### config.mk
export PLATFORM = sky130hd
export DESIGN_NAME = gpio_link_arbiter
export DESIGN_NICKNAME = d
export VERILOG_FILES = /design/src/rtl/gpio_link_pkg.sv /design/src/rtl/rr_arbiter.sv /design/src/rtl/gpio_link_arbiter.sv
export SDC_FILE = /design/constraint.sdc
export NUM_CORES = 1
export LEC_CHECK = 0
export BUFFER_PORTS_ARGS = -buffer_cell sky130_fd_sc_hd__buf_2
export CAP_MARGIN = 0
export CORE_AREA = 2 2 360 362
export CTS_BUF_LIST = sky130_fd_sc_hd__clkbuf_2 sky130_fd_sc_hd__clkbuf_4 sky130_fd_sc_hd__clkbuf_8
export DETAILED_ROUTE_END_ITERATION = 7
export DIE_AREA = 0 0 362 364
export RECOVER_POWER = 100
export REMOVE_ABC_BUFFERS = 1
export SETUP_SLACK_MARGIN = 0.4
export SYNTH_ARGS = -nofsm -noshare
export SYNTH_HDL_FRONTEND = slang
export SYNTH_SLANG_ARGS = --single-unit
### constraint.sdc
create_clock -name clock -period 2.66 [get_ports clock]
set_input_delay 0.133 -clock clock [delete_from_list [all_inputs] [get_ports clock]]
set_output_delay 0.133 -clock clock [all_outputs]
set_load 0.05 [all_outputs]
### src/rtl/gpio_link_pkg.sv
// Shared types and constants for the gpio_protocol link arbiter.
package gpio_link_pkg;
  localparam int MSG_W           = 128;
  localparam int DEF_TIMEOUT_CYC = 64;

  typedef enum logic [2:0] {
    IDLE  = 3'd0,
    GRANT = 3'd1,
    SEND  = 3'd2,
    ACK   = 3'd3,
    GAP   = 3'd4
  } tx_state_t;
endpackage

### src/rtl/rr_arbiter.sv
// Combinational round-robin picker: first asserted request at or after rr_ptr, wrapping.
module rr_arbiter #(
  parameter  int NUM_REQ = 4,
  localparam int ID_W    = $clog2(NUM_REQ)
) (
  input  logic [NUM_REQ-1:0] req,
  input  logic [ID_W-1:0]    rr_ptr,
  output logic [ID_W-1:0]    gnt_id,
  output logic               any_req
);

  int unsigned idx;

  // Walk from the farthest offset down so the closest requester is written last.
  always_comb begin
    gnt_id  = '0;
    any_req = 1'b0;
    idx     = 0;
    for (int i = NUM_REQ - 1; i >= 0; i--) begin
      idx = int'(rr_ptr) + i;
      if (idx >= NUM_REQ) idx = idx - NUM_REQ;
      if (req[ID_W'(idx)]) begin
        gnt_id  = ID_W'(idx);
        any_req = 1'b1;
      end
    end
  end

endmodule

### src/rtl/gpio_link_arbiter.sv
// Shares one gpio_protocol link between NUM_REQ message sources and buffers received messages.
// Optional send timeout compiled in with `define GPIO_ARB_TIMEOUT_EN.
module gpio_link_arbiter
  import gpio_link_pkg::*;
#(
  parameter  int NUM_REQ     = 4,
  parameter  int TIMEOUT_CYC = DEF_TIMEOUT_CYC,
  localparam int ID_W        = $clog2(NUM_REQ)
) (
  input  logic                     clock,
  input  logic                     resetn,
  input  logic [NUM_REQ-1:0]       req,
  input  logic [NUM_REQ*MSG_W-1:0] req_msg,
  output logic [NUM_REQ-1:0]       req_ack,
  output logic [NUM_REQ-1:0]       req_err,
  output logic [ID_W-1:0]          grant_id,
  output logic                     busy,
  output logic                     link_data_ready,
  output logic [MSG_W-1:0]         link_message_out,
  input  logic                     link_done,
  input  logic                     link_received,
  input  logic [MSG_W-1:0]         link_message_in,
  output logic                     rx_valid,
  output logic [MSG_W-1:0]         rx_message,
  input  logic                     rx_ready,
  output logic                     rx_overflow,
  output tx_state_t                tx_state
);

  // Handshakes: a requester holds req until it sees a one-cycle req_ack or req_err;
  // the link sees data_ready high for the whole SEND state; rx_message is taken on
  // any cycle where rx_valid and rx_ready are both high.

  tx_state_t          state;
  logic [ID_W-1:0]    rr_ptr;
  logic [ID_W-1:0]    pick_id;
  logic [ID_W-1:0]    arb_id;
  logic               any_req;
  logic [MSG_W-1:0]   msg_arr [NUM_REQ];
  logic               rx_prev;
  logic               rx_edge;

  for (genvar g = 0; g < NUM_REQ; g++) begin : g_msg
    assign msg_arr[g] = req_msg[g*MSG_W +: MSG_W];
  end

  rr_arbiter #(.NUM_REQ(NUM_REQ)) u_rr (
    .req     (req),
    .rr_ptr  (rr_ptr),
    .gnt_id  (arb_id),
    .any_req (any_req)
  );

  assign busy     = (state != IDLE);
  assign tx_state = state;

`ifdef GPIO_ARB_TIMEOUT_EN
  localparam int CNT_W = $clog2(TIMEOUT_CYC) + 1;
  logic [CNT_W-1:0] to_cnt;
`else
  logic unused_timeout_cfg;
  assign unused_timeout_cfg = (TIMEOUT_CYC > 0);
  assign req_err            = '0;
`endif

  always_ff @(posedge clock or negedge resetn) begin
    if (!resetn) begin
      state            <= IDLE;
      rr_ptr           <= '0;
      pick_id          <= '0;
      grant_id         <= '0;
      link_data_ready  <= 1'b0;
      link_message_out <= '0;
      req_ack          <= '0;
`ifdef GPIO_ARB_TIMEOUT_EN
      req_err          <= '0;
      to_cnt           <= '0;
`endif
    end else begin
      req_ack <= '0;
`ifdef GPIO_ARB_TIMEOUT_EN
      req_err <= '0;
`endif
      case (state)
        IDLE: begin
          if (any_req) begin
            pick_id <= arb_id;
            state   <= GRANT;
          end
        end
        GRANT: begin
          grant_id         <= pick_id;
          link_message_out <= msg_arr[pick_id];
          link_data_ready  <= 1'b1;
          state            <= SEND;
`ifdef GPIO_ARB_TIMEOUT_EN
          to_cnt           <= '0;
`endif
        end
        SEND: begin
          // The ack/err pulse is registered here so it is visible during ACK.
          if (link_done) begin
            link_data_ready   <= 1'b0;
            req_ack[grant_id] <= 1'b1;
            state             <= ACK;
          end
`ifdef GPIO_ARB_TIMEOUT_EN
          else if (to_cnt == CNT_W'(TIMEOUT_CYC - 1)) begin
            link_data_ready   <= 1'b0;
            req_err[grant_id] <= 1'b1;
            state             <= ACK;
          end else begin
            to_cnt <= to_cnt + 1'b1;
          end
`endif
        end
        ACK: begin
          rr_ptr <= (grant_id == ID_W'(NUM_REQ - 1)) ? '0 : grant_id + 1'b1;
          state  <= GAP;
        end
        GAP:     state <= IDLE;
        default: state <= IDLE;
      endcase
    end
  end

  assign rx_edge = link_received & ~rx_prev;

  // A consume in the same cycle as a new arrival frees the slot for it.
  always_ff @(posedge clock or negedge resetn) begin
    if (!resetn) begin
      rx_prev     <= 1'b0;
      rx_valid    <= 1'b0;
      rx_message  <= '0;
      rx_overflow <= 1'b0;
    end else begin
      rx_prev <= link_received;
      if (rx_edge) begin
        if (rx_valid && !rx_ready) begin
          rx_overflow <= 1'b1;
        end else begin
          rx_message <= link_message_in;
          rx_valid   <= 1'b1;
        end
      end else if (rx_valid && rx_ready) begin
        rx_valid <= 1'b0;
      end
    end
  end

endmodule

# Yosys cells after proc, flatten, opt, wreduce, memory -nomap -nowiden
# Index checks and enable logic that the tools add are counted.
word_totals:
  reg_bits: 273
  output_inout_bits: 273
  wordCells: 91
op_classes:
  add_sub_neg: 8
  order_cmp: 11
  n_eq_ne: 7
  muxes: 36
  bitwise: 4
  reduce_logical: 14
ops:
  columns: ["operator", "n"]
  rows:
  - ["$bmux 128 s2", 1]
  - ["$mux 128", 2]
  - ["$mux 2", 9]
  - ["$lt 2x3->1 const B", 5]
  - ["$mux 1", 13]
  - ["$ge 3x3->1 const B", 4]
  - ["$pmux 3 s4", 1]
  - ["$reduce_and 2->1", 6]
  - ["$bmux 1 s2", 4]
  - ["$mux 4", 2]
  - ["$sub 2x1->2 const B", 4]
  - ["$add 2x2->3 const B", 2]
  - ["$eq 3x2->1 const B", 2]
  - ["$mux 3", 2]
  - ["$ne 2x2->1 const B", 3]
  - ["$reduce_bool 2->1", 2]
  - ["$add 2x1->3 const B", 1]
  - ["$eq 3x1->1 const B", 1]
  - ["$ge 2x3->1 const B", 1]
  - ["$logic_and 1x1->1", 3]
  - ["$logic_not 3->1", 1]
  - ["$not 2->3", 1]
  - ["$reduce_bool 3->1", 1]
  - ["$add 2x1->2 const B", 1]
  - ["other kinds (7)", 8]

# Logic depth before layout (Yosys ltp)
# Gate-level depths: netlist (run 1).
logic_depth:
  depth_word: 11
  ltp_mapped: 5
  ltp_nobuf: 3

# Hierarchy
# From an unflattened synthesis (run 1), not the netlist that was laid out.
unflattened:
  hier_cells: 1057
  area_unflattened_um2: 14007.2
by_module_without_submodules:
  columns: ["mod", "n_inst", "cells_per_inst", "area_each_um2", "seq_area_each_um2"]
  rows:
  - ["gpio_link_arbiter", 1, 1044, 13929.6, 6831.6]
  - ["rr_arbiter", 1, 13, 77.6, 0.0]

# Worst setup path after synthesis (run 1)
# Ideal clock, no wire load.
synth_timing:
  kind: "register to register"
  start: "reg state[2], in the netlist tx_state[2]"
  end: "reg pick_id[0]"
  setup_time_ns: 0.095
  arrival_time_ns: 1.878
  t_required_ns: 2.565
  slack_ns: 0.687
  stages_incl_launch_ff: 4
  n_path_buf: 0
  period_less_slack_ns: 1.973
  cell_sequence: "dfrtp_1 or3_1 or2_2 o31ai_1"
synth_between:
  elab_chain_cells: 2
synth_rtl:
  columns: ["item", "line", "rtl"]
  rows:
  - ["start: declaration", "gpio_link_arbiter.sv:34", "tx_state_t state;"]
  - ["start signal: assignment", "gpio_link_arbiter.sv:68", "state <= IDLE;"]
  - ["start signal: assignment", "gpio_link_arbiter.sv:88", "state <= GRANT;"]
  - ["start signal: assignment", "gpio_link_arbiter.sv:95", "state <= SEND;"]
  - ["$logic_not 3->1", "gpio_link_arbiter.sv:84", "case (state)"]
  - ["$reduce_and 2->1 (no line)", null, null]
  - ["end signal: assignment", "gpio_link_arbiter.sv:87", "pick_id <= arb_id;"]
  - ["end: declaration", "gpio_link_arbiter.sv:36", "logic [ID_W-1:0] pick_id;"]
# Every way passes these cells.
# A chain may end at the register's enable or synchronous reset.

# Final worst setup path (run 1)
layout_timing:
  start: "reg state[1], in the netlist tx_state[1]"
  end: "reg link_message_out[66]"
layout_between:
  elab_chain_cells: 1
layout_rtl:
  columns: ["item", "line", "rtl"]
  rows:
  - ["$eq 3x1->1", "gpio_link_arbiter.sv:84", null]
  - ["end signal: assignment", "gpio_link_arbiter.sv:93", "link_message_out <= msg_arr[pick_id];"]
  - ["end: declaration", "gpio_link_arbiter.sv:19", "output logic [MSG_W-1:0] link_message_out,"]
# Every way passes these cells.

==> flow_summary.json, run 1 <==
{
  "outcome": "finished, final reports clean",
  "cts_max_path_buffers": 3,
  "first_pass_iters": 5,
  "clock_sinks": 273,
  "worstSetupPathType": "flip-flop to flip-flop",
  "grt_pass1_vias": 16000,
  "grt_max_degree": 65,
  "finalClockSkew_ns": 0.0190,
  "worstHoldStart": "req_msg[191]",
  "layout.nets": 3015,
  "startpoint_type": "flip-flop",
  "area_growth_pct": 102,
  "netlist_top_cells_area": "dfrtp_1 50%, mux4_2 21%, mux2_2 14%",
  "place_congestion": 0.961,
  "cts_root_buffer": "clkbuf_8",
  "syn_area_mm2": 0.0136,
  "rsz0062_at_grt": "false",
  "dp_hpwl_mm": 91.3,
  "power_frac_seq_pct": 24.9,
  "relSlewSlack_pct": 7.49,
  "yosysWarnings": 0,
  "crit_fanout": 12,
  "arrival_ns": 2.86,
  "crit_path_start": "tx_state[1]",
  "die_area_mm2": 0.132,
  "p_leak_uw": 0.0116,
  "ys_ff_latch": 273,
  "vias": 15400,
  "overflow": 0,
  "cts_setup_buffers": 0,
  "period_share_pct": 85.8,
  "vias_per_cell": 3.71,
  "synth_top_flop_cell": "dfrtp_1",
  "postSynthCellCount": 770,
  "powerDensity_mw_per_mm2": 984,
  "p_int_uw": 13800,
  "p_sw_share_pct": 49.2,
  "drt_iter0_drc": 1088,
  "yosysTopAreaCell": "dfrtp_1",
  "worst_slew_pin_slew_ns": 1.39,
  "start_util_pct": 10.6,
  "ir_drop_mv": 0.643,
  "ant_nets": 0,
  "layout-drive-gt1-share_pct": 45.6,
  "clock_latency_ns": 0.71,
  "setup_violations": 0,
  "maxSlewViolCount": 0,
  "grt_pass1_wl_mm": 143,
  "port_buffers": 917,
  "reg2reg_from": "tx_state[1]",
  "p_sw_uw": 13300,
  "combPwrFrac_pct": 55.2,
  "layout_min_cycle_time_ns": 2.28,
  "worst-endpoint-required_ns": 3.24,
  "antenna_found_initial": 97,
  "p_clk_share_pct": 19.9,
  "wl_per_cell_um": 27.2,
  "core_mm2": 0.128,
  "min_path_type": "input pin to flip-flop",
  "ys_seq_area_share_pct": 50.1,
  "clk_pin_slew_ns": 0.06,
  "max_cap_violations": 0,
  "max_freq_mhz": 438,
  "whs_ns": 0.0620,
  "synth_top_cell_area_share_pct": 50.1,
  "row_count": 132,
  "cts_tree": "built",
  "cts_htree_levels": 2,
  "async_flop_share_pct": 100,
  "ios": 922,
  "fin_area_mm2": 0.0275,
  "critPathCaptureType": "flip-flop",
  "final_core_util_pct": 21.5,
  "drc": 0,
  "cts_buffers": 58,
  "hold_viol": 0,
  "avgSynthCellArea_um2": 17.7,
  "die_w_um": 362,
  "wirelength_mm": 112,
  "grt_util_all_layers_pct": 16.3,
  "synth_edf_count": 0,
  "dpl_cell_area_mm2": 0.0205,
  "ys_types": 33,
  "chipHeight_um": 364
}
-- state kept, by name (all words and copies together), names as in the netlist --
register,flops
link_data_ready,1
rx_message,128
rr_ptr,2
req_ack,4
tx_state,3
pick_id,2
link_message_out,128
rx_prev,1
rx_valid,1
grant_id,2
rx_overflow,1
-- cells in the mapped netlist (2+ instances only) --
cell type,count
nor2_1,2
buf_2,24
o31ai_1,4
ha_1,4
inv_1,7
buf_1,6
clkbuf_1,8
dfrtp_1,273
mux2_2,167
mux2_4,90
and2_1,4
nand2_1,5
buf_6,11
nand2b_1,3
o21ai_0,5
buf_4,11
a21oi_1,3
mux4_2,128
-- cells by family after synthesis --
logic type | after synthesis | share of synthesized area, %
flops | 273 | 50.1
mux | 386 | 44.9
xor+xnor | 1 | 0.0642
simple gates | 22 | 0.926
compound gates | 15 | 0.678
buf+inv | 68 | 3.01
other cells | 1 | 0.0275
fa+ha+maj | 4 | 0.367
-- worst paths after layout --
check	to	slack [ns]	cells past startpoint
max	link_message_out[66]	0.38	4
min	link_message_out[63]	0.06	3
max reg2reg	link_message_out[66]	0.38	4
min reg2reg	link_message_out[22]	0.48	1
max in group asynchronous	link_message_out[75]	0.88	3
min in group asynchronous	link_message_out[73]	0.44	3
-- per-layer routing --
layer	up-vias	track usage, %	share of wire, %
met5	-	0.690	0.48
met2	1066	26.9	47
met3	346	7.51	11
met1	7630	18.5	38
met4	68	5.12	4.0
li1	6242	-	-
-- stage by stage --
step,setup slack (ns),setup TNS (ns),instances,power (uW)
3_3_place_gp,0.230,0,3345,22100
5_1_grt,0.260,0,4104,28300
6_report,0.378,0,4135,27100
2_1_floorplan,-6.18,-1452.31,712,16500
4_1_cts,0.434,0,4080,28900
3_5_place_dp,0.266,0,3345,22200
-- power groups by stage --
stage | clock network [uW] | logic (uW) | registers [uW]
after floorplan | 0 | 4650 | 11900
after global placement | 0 | 15300 | 6770
after detailed placement | 0 | 15400 | 6760
after CTS | 5640 | 16500 | 6750
after global routing | 5780 | 15600 | 6920
final | 5390 | 14900 | 6760
-- timing repair --
item | in CTS | in global routing
endpoints found under the setup margin | 1 | 3
endpoints found under the hold margin | 540 | 0
gates resized for setup | 1 | 1
hold buffers | 632 | 0
-- worst max-delay path: stages (launching register included) --
cell      delay (ns)
dfrtp_1         0.48
nor3b_4         0.25
clkbuf_2        0.53
clkbuf_1        0.50
mux2_2          0.40
-- area by class of cell --
| type | instances | area, um2 |
|---|---|---|
| clock inverter | 21 | 255 |
| sequential | 273 | 6840 |
| fill | 13800 | 101000 |
| multi-input combinational | 432 | 6120 |
| clock buffer | 82 | 1070 |
| inverter | 7 | 26.3 |
| antenna | 55 | 138 |
| tap | 1675 | 2100 |
| timing repair buffer | 1590 | 11000 |
-- placed cells by master (no fill, tap or decap), types with 2 or more instances in the layout --
| master | n |
|---|---|
| buf_2 | 646 |
| dlygate4sd3_1 | 631 |
| clkbuf_1 | 273 |
| dfrtp_1 | 271 |
| mux2_2 | 166 |
| mux4_2 | 128 |
| mux2_1 | 83 |
| clkbuf_8 | 73 |
| diode_2 | 55 |
| buf_4 | 20 |
| clkinv_2 | 11 |
| clkbuf_4 | 11 |
| buf_12 | 10 |
| mux2_4 | 8 |
| inv_1 | 7 |
| clkbuf_2 | 7 |
| nand2_1 | 5 |
| o21ai_0 | 5 |
| bufinv_16 | 5 |
| ha_1 | 4 |
| conb_1 | 4 |
| o31ai_1 | 3 |
| nand2b_1 | 3 |
| a21oi_1 | 3 |
| clkinvlp_4 | 3 |
| nor2_1 | 2 |
| and2_0 | 2 |
| and2_1 | 2 |
| dfrtp_4 | 2 |
(Power assumes the default switching activity.)
==> inputs of run 2 (changes only) <==
==> constraint.sdc (replaced) <==
create_clock -name clock -period 2.66 [get_ports clock]
set_input_delay 0.266 -clock clock [delete_from_list [all_inputs] [get_ports clock]]
set_output_delay 0.266 -clock clock [all_outputs]
set_load 0.05 [all_outputs]
==> flow_summary.json, run 2 (synthesis results as in run 1) <==
{
  "cts_tree": "built",
  "setup_ws_ns": 0.308,
  "finalPower_uw": 27100,
  "area_growth_pct": 99.3,
  "period_share_pct": 88.4,
  "grt_util_all_layers_pct": 16.2,
  "core_mm2": 0.128,
  "powerDensity_mw_per_mm2": 997,
  "first_pass_iters": 5,
  "wl_per_cell_um": 27.4,
  "grt_pass1_wl_mm": 144,
  "dp_hpwl_mm": 91.5,
  "start_util_pct": 10.6,
  "finalClockSkew_ns": 0.0383,
  "endpoint": "link_message_out[90]",
  "startpoint_type": "flip-flop",
  "antenna_found_initial": 94,
  "reg_top3": "link_message_out (128), rx_message (128), req_ack (4)",
  "dp_slack_ns": 0.573,
  "row_count": 132,
  "vias": 15200,
  "reg2reg_from": "pick_id[0]",
  "critPathCaptureType": "flip-flop",
  "clock_latency_ns": 0.74,
  "rsz0062_at_grt": "true",
  "max_cap_violations": 0,
  "chipHeight_um": 364,
  "timing.reg2reg.setup_slack_ns": 0.31,
  "rr_worst_depth": 4,
  "clk_pin_slew_ns": 0.06,
  "r2r-end": "link_message_out[90]",
  "setup_violations": 0,
  "port_buffers": 917,
  "outcome": "finished, final reports clean",
  "vias_per_cell": 3.72,
  "grt_pass1_vias": 16400,
  "wirelength_mm": 112,
  "min_path_type": "input pin to flip-flop",
  "hold_viol": 0,
  "worst-endpoint-required_ns": 3.25,
  "place_congestion": 0.951,
  "most-common-layout-cells": "646 x buf_2, 598 x dlygate4sd3_1, 271 x dfrtp_1, 271 x clkbuf_1, 166 x mux2_2",
  "worstSetupPathType": "flip-flop to flip-flop",
  "drc": 0,
  "layout.nets": 2987,
  "n_fill_cell": 13900,
  "cts_root_buffer": "clkbuf_8",
  "grt_max_degree": 93,
  "ant_nets": 0,
  "layout-drive-gt1-share_pct": 46.8,
  "p_leak_uw": 0.0115,
  "final_common_cell": "buf_2",
  "drt_iter0_drc": 850,
  "clock_sinks": 273,
  "layout_min_cycle_time_ns": 2.35,
  "max_freq_mhz": 425,
  "crit_path_start": "pick_id[0]",
  "relSlewSlack_pct": 17.0,
  "die_area_mm2": 0.132,
  "cts_buffers": 58,
  "cts_htree_levels": 2,
  "maxSlewViolCount": 0,
  "arrival_ns": 2.95,
  "cts_max_path_buffers": 3,
  "crit_fanout": 9,
  "worst_slew_pin_slew_ns": 1.25,
  "die_w_um": 362,
  "overflow": 0,
  "ios": 922,
  "ir_drop_mv": 0.829
}
[run 2: cell count changes in the layout (fill, tap and decap cells not counted), sizes merged]
cell,change
clkbuf,+6
diode,-9
clkinvlp,-1
bufinv,-4
inv,+1
clkinv,-4
dlygate4sd3,-33
buf,+7
[run 2: final cells by class]
type | instances | area [um2] | area share [%]
clock inverter | 13 | 124 | 0.455
multi-input combinational | 432 | 6150 | 22.6
inverter | 7 | 26.3 | 0.0966
clock buffer | 90 | 1130 | 4.16
antenna | 46 | 115 | 0.423
timing repair buffer | 1562 | 10700 | 39.4
sequential | 273 | 6840 | 25.1
tap | 1675 | 2100 | 7.71
[run 2: worst max-delay path, stage by stage (launching register included)]
cell	delay, ns
dfrtp_1	0.59
clkbuf_16	0.26
mux4_2	0.49
dlygate4sd3_1	0.56
mux2_1	0.30
[run 2: worst min-delay path by stage]
stage          cells after the start    startpoint  slack, ns               endpoint
6_report                           3  req_msg[492]       0.04  link_message_out[108]
5_1_grt                            3   req_msg[26]       0.02   link_message_out[26]
4_1_cts                            3   req_msg[26]     0.0002   link_message_out[26]
3_5_place_dp                       1        resetn       0.33         rx_message[16]
3_3_place_gp                       1        resetn       0.33   link_message_out[29]
2_1_floorplan                      0        resetn      -0.03            grant_id[0]
[run 2: per-stage QoR]
step	TNS (ns)	utilization, %	hold WS, ns	std cells	area [um2]
after floorplan	-1452.31	-	-0.0296	712	13300
after global placement	0	16.0	0.327	3349	20500
after detailed placement	0	16.0	0.335	3349	20500
after CTS	0	21.6	0.000155	4050	27800
after global routing	0	21.2	0.0211	4076	27100
final	0	21.2	0.0380	4098	27200
[run 2: power by group]
part / switching (uW) / leakage, uW / internal, uW / total (uW)
registers: 1080 / 0.00321 / 5660 / 6730
logic: 9990 / 0.00760 / 5220 / 15200
clock network: 2350 / 0.000665 / 2810 / 5160
total: 13400 / 0.0115 / 13700 / 27100
[run 2: per-layer routing]
layer	vias to the layer above	global-route usage (%)	wire, um	share of wire [%]
met1	7588	18.6	43100	38
met3	348	7.53	12000	11
met2	1064	26.5	52100	46
li1	6171	-	-	-
met5	-	0.363	463	0.41
met4	58	5.53	4460	4.0
[run 2: what timing repair did]
action                                  in CTS  in global routing
endpoints found under the setup margin       1                  4
endpoints found under the hold margin      444                  0
gates resized for setup                      2                  1
hold buffers                               598                  0
buffers inserted                             0                  1
gates cloned                                 0                  1
==> inputs of run 3 (changes only) <==
--- a/config.mk
+++ b/config.mk
@@ -7,10 +7,10 @@
 export LEC_CHECK = 0
 export BUFFER_PORTS_ARGS = -buffer_cell sky130_fd_sc_hd__buf_2
 export CAP_MARGIN = 0
-export CORE_AREA = 2 2 360 362
+export CORE_AREA = 2 2 355 357
 export CTS_BUF_LIST = sky130_fd_sc_hd__clkbuf_2 sky130_fd_sc_hd__clkbuf_4 sky130_fd_sc_hd__clkbuf_8
 export DETAILED_ROUTE_END_ITERATION = 7
-export DIE_AREA = 0 0 362 364
+export DIE_AREA = 0 0 357 359
 export RECOVER_POWER = 100
 export REMOVE_ABC_BUFFERS = 1
 export SETUP_SLACK_MARGIN = 0.4
==> constraint.sdc (replaced) <==
create_clock -name clock -period 2.4 [get_ports clock]
set_input_delay 0.24 -clock clock [delete_from_list [all_inputs] [get_ports clock]]
set_output_delay 0.24 -clock clock [all_outputs]
set_load 0.05 [all_outputs]
==> flow_summary.json, run 3 (synthesis results as in run 1) <==
{
  "grt_util_all_layers_pct": 16.5,
  "grt_max_degree": 71,
  "dpl_cell_area_mm2": 0.0205,
  "worstSetupPathType": "flip-flop to flip-flop",
  "clock_latency_ns": 0.74,
  "first_pass_iters": 5,
  "layout-drive-gt1-share_pct": 46.6,
  "p_leak_uw": 0.0118,
  "crit_fanout": 27,
  "outcome": "finished, final reports clean",
  "clk_pin_slew_ns": 0.07,
  "maxSlewViolCount": 0,
  "ir_drop_mv": 0.931,
  "critPathCaptureType": "flip-flop",
  "setup_violations": 0,
  "max_freq_mhz": 462,
  "combPwrFrac_pct": 55.3,
  "p_int_uw": 15700,
  "period_share_pct": 90.3,
  "layout.cells.non_filler": 4141,
  "cts_buffers": 59,
  "layout.nets": 3048,
  "fin_area_mm2": 0.0279,
  "relSlewSlack_pct": 9.41,
  "power_frac_seq_pct": 24.4,
  "chipHeight_um": 359,
  "wirelength_mm": 110,
  "layout_min_cycle_time_ns": 2.17,
  "worst_slew_pin_slew_ns": 1.36,
  "powerDensity_mw_per_mm2": 1100,
  "rr_worst_depth": 4,
  "core_mm2": 0.125,
  "grt_pass1_wl_mm": 143,
  "row_count": 130,
  "p_sw_share_pct": 48.7,
  "p_clk_share_pct": 20.4,
  "start_util_pct": 11.0,
  "dp_hpwl_mm": 89.5,
  "finalClockSkew_ns": 0.0493,
  "p_sw_uw": 14900,
  "min_path_type": "input pin to flip-flop",
  "ant_nets": 0,
  "worst_path_largest_cell_delay_ns": 0.56,
  "min_path_cells": 3,
  "area_growth_pct": 105,
  "hold_viol": 0,
  "cts_max_path_buffers": 3,
  "grt_pass1_vias": 16400,
  "most-common-layout-cells": "647 x buf_2, 643 x dlygate4sd3_1, 278 x clkbuf_1, 270 x dfrtp_1, 166 x mux2_2",
  "slowest_stage": "mux4_2",
  "wl_per_cell_um": 26.7,
  "drc": 0,
  "final_common_cell": "buf_2",
  "crit_chain": "buf_12 > clkbuf_1 > mux4_2 > mux2_1",
  "die_area_mm2": 0.128,
  "arrival_ns": 2.78,
  "ios": 922,
  "cts_tree": "built",
  "max_cap_violations": 0,
  "vias_per_cell": 3.68,
  "startpoint_type": "flip-flop",
  "overflow": 0,
  "cts_htree_levels": 2,
  "drt_iter0_drc": 968,
  "clock_sinks": 273,
  "reg_top3": "link_message_out (128), rx_message (128), req_ack (4)",
  "vias": 15200,
  "die_w_um": 357,
  "place_congestion": 0.939,
  "cts_root_buffer": "clkbuf_8",
  "port_buffers": 917,
  "dp.cells": 3335,
  "worst-endpoint-required_ns": 3.01,
  "antenna_found_initial": 88,
  "rsz0062_at_grt": "true"
}
[run 3: cell types whose count changed in the layout (fill, tap and decap cells not counted), sizes merged]
cell,before,now
buf,684,687
bufinv,1,4
diode,46,47
dlygate4sd3,598,643
clkinvlp,2,3
inv,9,8
clkinv,8,13
clkbuf,370,381
[run 3: critical path: cells and delay by family, from the launching register on]
family                 cells  cell delay [ns]
multiplexers               2             0.87
buffers and inverters      2             0.66
flip-flops                 1             0.45
[run 3: what timing repair did]
action                                 CTS  global route
pin swaps                                0             1
setup endpoints to repair                2            42
buffers inserted                         4             0
hold buffers                           643             0
endpoints found under the hold margin  384             0
cloned                                   0             2
resized for setup                        5             2
[run 3: stage by stage]
step                hold WS [ns]  power [uW]  utilization [%]  setup TNS, ns  setup slack, ns
global route              0.0422       32100             22.4              0            0.177
CTS                     0.000475       32300             22.8              0            0.359
finish                    0.0473       30700             22.4              0            0.233
global placement           0.341       24600             16.5              0            0.503
floorplan                -0.0556       18100                -       -1520.17            -6.44
detailed placement         0.336       24700             16.5              0            0.460
[run 3: cell type report]
type	count	area, um2
well taps	1650	2060
repair buffers	1622	11300
fillers	13500	96700
multi-input cells	432	6190
inverters	7	26.3
flip-flops and latches	273	6840
clock buffers	89	1170
clock inverters	21	243
diodes	47	118
[run 3: final timing paths]
kind | endpoint | start | slack, ns
max | link_message_out[121] | pick_id[0] | 0.23
min | link_message_out[85] | req_msg[85] | 0.05
max reg2reg | link_message_out[121] | pick_id[0] | 0.23
min reg2reg | rx_overflow | rx_overflow | 0.48
max in group asynchronous | link_message_out[117] | resetn | 0.52
min in group asynchronous | rx_message[20] | resetn | 0.38
[run 3: metal layers]
layer | up-vias | global-route usage, % | routed length, um
met5 | - | 0 | 405
met4 | 66 | 5.96 | 4670
met3 | 277 | 7.34 | 11800
met2 | 927 | 26.9 | 50700
met1 | 7652 | 19.1 | 42800
li1 | 6299 | - | -
[run 3: power groups by stage]
stage	registers, uW	clock network [uW]	logic (uW)
finish	7470	6250	16900
global route	7630	6680	17800
CTS	7450	6510	18400
detailed placement	7480	0	17200
global placement	7520	0	17100
floorplan	13100	0	4940
